==> config.mk <==
export PLATFORM = sky130hd
export DESIGN_NAME = fetch_decode_skid_reg
export DESIGN_NICKNAME = d
export VERILOG_FILES = /design/src/rtl/pipe_pkg.sv /design/src/rtl/fetch_decode_skid_reg.sv
export SDC_FILE = /design/constraint.sdc
export NUM_CORES = 1
export LEC_CHECK = 0
export BUFFER_PORTS_ARGS = -buffer_cell sky130_fd_sc_hd__buf_2
export CORE_MARGIN = 2
export CORE_UTILIZATION = 38
export DETAILED_ROUTE_END_ITERATION = 6
export GPL_ROUTABILITY_DRIVEN = 0
export MAX_ROUTING_LAYER = met4
export SKIP_LAST_GASP = 1
export SYNTH_ARGS = -nofsm -noshare
export SYNTH_HDL_FRONTEND = slang
export SYNTH_SLANG_ARGS = --single-unit
export TNS_END_PERCENT = 10
==> constraint.sdc <==
create_clock -name clk -period 3.6 [get_ports clk]
set_input_delay 0.36 -clock clk [delete_from_list [all_inputs] [get_ports clk]]
set_output_delay 0.36 -clock clk [all_outputs]
set_load 0.01 [all_outputs]
==> src/rtl/pipe_pkg.sv <==
// Shared types and constants for the fetch/decode pipeline register.
// The NOP is addi x0,x0,0, presented to decode whenever no valid beat is held.
package pipe_pkg;

   typedef enum logic [1:0] {ST_EMPTY, ST_ONE, ST_FULL} skid_state_t;

   localparam logic [31:0] NOP_INSTR = 32'h0000_0013;

endpackage

==> src/rtl/fetch_decode_skid_reg.sv <==
// IF->ID pipeline register with a one-deep skid slot, so readyF comes from a flop
// rather than from readyD. Empty or flushed slots always present NOP and PC 0.
module fetch_decode_skid_reg
   import pipe_pkg::*;
#(
   parameter int                    DATA_WIDTH = 32,
   parameter int                    ROM_WIDTH  = 12,
   parameter logic [DATA_WIDTH-1:0] NOP_INSTR  = DATA_WIDTH'(pipe_pkg::NOP_INSTR)
) (
   input  logic                  clk,
   input  logic                  rst,
   input  logic                  validF,
   input  logic [DATA_WIDTH-1:0] instrF,
   input  logic [ROM_WIDTH-1:0]  pcF,
   output logic                  readyF,
   input  logic                  flushD,
   output logic                  validD,
   output logic [DATA_WIDTH-1:0] instrD,
   output logic [ROM_WIDTH-1:0]  pcD,
   input  logic                  readyD
);

   skid_state_t           state, state_n;
   logic                  out_valid, out_valid_n;
   logic [DATA_WIDTH-1:0] out_instr, out_instr_n;
   logic [ROM_WIDTH-1:0]  out_pc, out_pc_n;
   logic                  skid_valid, skid_valid_n;
   logic [DATA_WIDTH-1:0] skid_instr, skid_instr_n;
   logic [ROM_WIDTH-1:0]  skid_pc, skid_pc_n;
   logic                  fire_f, fire_d;

   assign readyF = ~skid_valid;
   assign validD = out_valid;
   assign instrD = out_instr;
   assign pcD    = out_pc;

   assign fire_f = validF & ~skid_valid;
   assign fire_d = out_valid & readyD;

   always_comb begin
      state_n      = state;
      out_valid_n  = out_valid;
      out_instr_n  = out_instr;
      out_pc_n     = out_pc;
      skid_valid_n = skid_valid;
      skid_instr_n = skid_instr;
      skid_pc_n    = skid_pc;

      // Flush wins over everything; an offered fetch beat is simply dropped.
      if (flushD) begin
         state_n      = ST_EMPTY;
         out_valid_n  = 1'b0;
         out_instr_n  = NOP_INSTR;
         out_pc_n     = '0;
         skid_valid_n = 1'b0;
      end else begin
         unique case (state)
            ST_EMPTY: begin
               if (fire_f) begin
                  state_n     = ST_ONE;
                  out_valid_n = 1'b1;
                  out_instr_n = instrF;
                  out_pc_n    = pcF;
               end
            end
            ST_ONE: begin
               if (fire_f && fire_d) begin
                  out_instr_n = instrF;
                  out_pc_n    = pcF;
               end else if (fire_f) begin
                  state_n      = ST_FULL;
                  skid_valid_n = 1'b1;
                  skid_instr_n = instrF;
                  skid_pc_n    = pcF;
               end else if (fire_d) begin
                  state_n     = ST_EMPTY;
                  out_valid_n = 1'b0;
                  out_instr_n = NOP_INSTR;
                  out_pc_n    = '0;
               end
            end
            ST_FULL: begin
               if (fire_d) begin
                  state_n      = ST_ONE;
                  out_instr_n  = skid_instr;
                  out_pc_n     = skid_pc;
                  skid_valid_n = 1'b0;
               end
            end
            default: begin
               state_n      = ST_EMPTY;
               out_valid_n  = 1'b0;
               out_instr_n  = NOP_INSTR;
               out_pc_n     = '0;
               skid_valid_n = 1'b0;
            end
         endcase
      end
   end

   always_ff @(posedge clk or posedge rst) begin
      if (rst) begin
         state      <= ST_EMPTY;
         out_valid  <= 1'b0;
         out_instr  <= NOP_INSTR;
         out_pc     <= '0;
         skid_valid <= 1'b0;
         skid_instr <= NOP_INSTR;
         skid_pc    <= '0;
      end else begin
         state      <= state_n;
         out_valid  <= out_valid_n;
         out_instr  <= out_instr_n;
         out_pc     <= out_pc_n;
         skid_valid <= skid_valid_n;
         skid_instr <= skid_instr_n;
         skid_pc    <= skid_pc_n;
      end
   end

endmodule

==> reports/qor.csv <==
metric;value;unit
reg2reg path depth;5;
mux cell area share after synthesis;15.83;%
total negative slack;0;ns
initial antenna violation count;0;
Synthesized Nets;335;
Worst Path Required;3.88;ns
CTS tree;built;
Simple-Gate Fraction of Synth Area;3.055;%
Post-Syn Area;4055;um2
TritonRoute pass-1 iters;4;
# rows;37;
GRT Total Usage;17.86;%
adder-cell share of the synthesized area;0;%
die area;11510;um2
sw frac;28.48;%
worst skew pair latency;0.36;ns
Reg-to-Reg Start;state[1];
largest net degree at the start of global routing;46;
Detailed Route WL;9599;um
CP Launch Type;flop;
relative slew slack;39.76;%
Slowest-stage cell, CP;dfrtp_1;
most common cell after layout, fill and taps aside;buf_2;
final instance area;4833;um2
DRC Markers;0;
outcome;finished, violations left;
Final nets;423;
post-route ant nets;0;
layout cells sized above 1;45.91;%
CTS buffer count;9;
critical-path cell list;and2b_2 -> o21ai_0 -> a21oi_4 -> buf_4 -> o2bb2ai_1;
share of power burned in registers;48.6;%
Avg WL per Cell;18.64;um
Min Hold Slack;-0.001674;ns
final slew viol count;0;
Reg clk slew, reported paths;0.09;ns
Comb pwr share;26.5;%
Yosys cell types;28;
clock tree root buffer cell;clkbuf_8;
YS warnings;0;
Crit Path Category;reg2reg;
Initial Util;39.28;%
hpwl dp;6002;um
Tcrit/Tclk final;68.60;%
largest family of logic cells by synthesized area;compound AO/OA/AOI/OAI gates;
Pwr Density;668.8;nW/um2
Int Pwr;2.312;mW
terminus of the critical flop-to-flop path;instrD[6];
Final Skew;0.006047;ns
Die Span X;107.3;um
failing checks;hold timing;
diodes inserted;0;
grt met2 use;26.81;%
first-pass GRT wire length;15390;um
vias in the first global route;2849;
CTS Sinks;92;
XOR/XNOR Fraction of Synth Area;0;%
via count;2772;
Pwr Total;3.232;mW
io pins;95;
I/O Buffers;94;
leak pwr;2.451;nW
# Post-CTS Setup Buffers;0;
GR Util met3;4.843;%
fmax;0.4049;GHz
clock share of power;24.9;%
reg2reg setup slack;1.13;ns
DR vias/cell;5.383;
Syn Inst Count;286;
commonest non-fill, non-tap cells in the layout;buf_2 (94), dfrtp_1 (86), a22oi_1 (43), o2bb2ai_1 (41), mux2_4 (39);
Compound-Gate Fraction of Synth Area;19.22;%
post-cts repair resize count;0;
Critical Path End;instrD[6];
synthesized flop and latch total;92;
Avg Cell Area, Syn;14.18;um2
net switching power;0.9205;mW
Area growth syn-to-layout;19.19;%
unrepaired setup endpoints after global routing;no;
worst slew pin tran;0.9036;ns
largest area contributor in the netlist;dfrtp_1;
Placed Area;4598;um2
Max-Cap Viols;0;
CTS Hold Bufs;0;
CP arrival;2.75;ns
largest cells by area after synthesis;dfrtp_1 (53%), mux2_4 (14%), o2bb2ai_1 (8.9%);
critical path's largest stage delay;0.58;ns
Critical path origin;state[1];
Synth top area share;53.07;%
Core Region;10320;um2
gr ovfl total;0;
crit path max fanout;27;
final hold violations;2;
setup violators final;0;
Max VDD drop;0.0004225;V
Seq/Total Area, Yosys;56.96;%
DRT iter0 DRCs;202;
fin crit period;2.470;ns
Die Ht;107.3;um
met1 GRT Util;24.17;%
Top Usage Layer GRT;met2;
hold crit path type;in2async;
clk buf depth;2;
CP Capture Type;flop;
H-tree lvl count;3;
==> stage by stage <==
step                cells  util [%]  setup WS (ns)  hold WS (ns)
finish                515     46.82          1.130     -0.001674
global route          515     46.82         0.9481       0.01488
CTS                   515     46.82          1.116      0.008046
detailed placement    499     44.54          1.125        0.4043
global placement      499     44.54          1.153        0.4066
floorplan             286         -         0.8580        0.4645
==> cell type report <==
type	count	area (um2)
sequential	92	2310
clock buffer	12	165.2
multi-input combinational	163	1568
fill	949	5490
timing repair buffer	101	523.0
clock inverter	4	70.07
tap	136	170.2
inverter	7	27.53
==> metal layers <==
layer | vias up | share of wire (%)
li1 | 1261 | -
met1 | 1426 | 49
met2 | 78 | 45
met3 | 7 | 4.8
met4 | 0 | 0.84
met5 | - | 0
==> worst min-delay path by stage <==
stage,startpoint,endpoint
floorplan,instrD[0],instrD[0]
CTS,rst,skid_instr[23]
finish,rst,instrD[7]
global route,rst,skid_instr[8]
detailed placement,rst,skid_instr[8]
global placement,rst,skid_instr[8]
==> sequential cells by signal, summed over array words and instances, names as in the netlist <==
name and count:
skid_instr 32, skid_valid 1, instrD 32, skid_pc 12, validD 1, pcD 12, state 2
==> critical path: cells and delay by family (launching register included) <==
family | cells | cell delay, ns
compound gates | 3 | 0.89
flops | 1 | 0.58
buf+inv | 1 | 0.41
simple gates | 1 | 0.50
==> kinds of logic after synthesis <==
| kind of cell | count (synthesis) |
|---|---|
| buffers and inverters | 31 |
| flip-flops | 92 |
| AND/OR/NAND/NOR | 21 |
| multiplexers | 44 |
| AO/OA/AOI/OAI | 98 |
==> Yosys cell counts <==
master and instances:
buf_2 9, o41ai_1 1, a21oi_1 4, or4b_1 1, nor2_1 1, nand3_1 6
inv_1 7, o21ai_0 2, nand2_1 7, a32oi_1 3, a22oi_1 43, a21o_1 2
buf_6 1, nor3b_1 1, o2bb2ai_1 41, dfrtp_1 86, buf_12 4, nor2b_4 1
mux2_4 39, clkbuf_1 10, mux2_2 5, nand2b_1 1, dfstp_2 6, and2_4 1
a2bb2oi_1 1, nand4b_1 1, a21oi_2 1, and2b_2 1
==> power by group through the flow <==
stage	Sequential [mW]	Combinational [mW]	Clock, mW
finish	1.57	0.855	0.806
global route	1.61	0.931	0.873
CTS	1.57	0.867	0.831
detailed placement	1.58	0.865	0
global placement	1.57	0.846	0
floorplan	1.56	0.626	0
(Power assumes the default switching activity.)
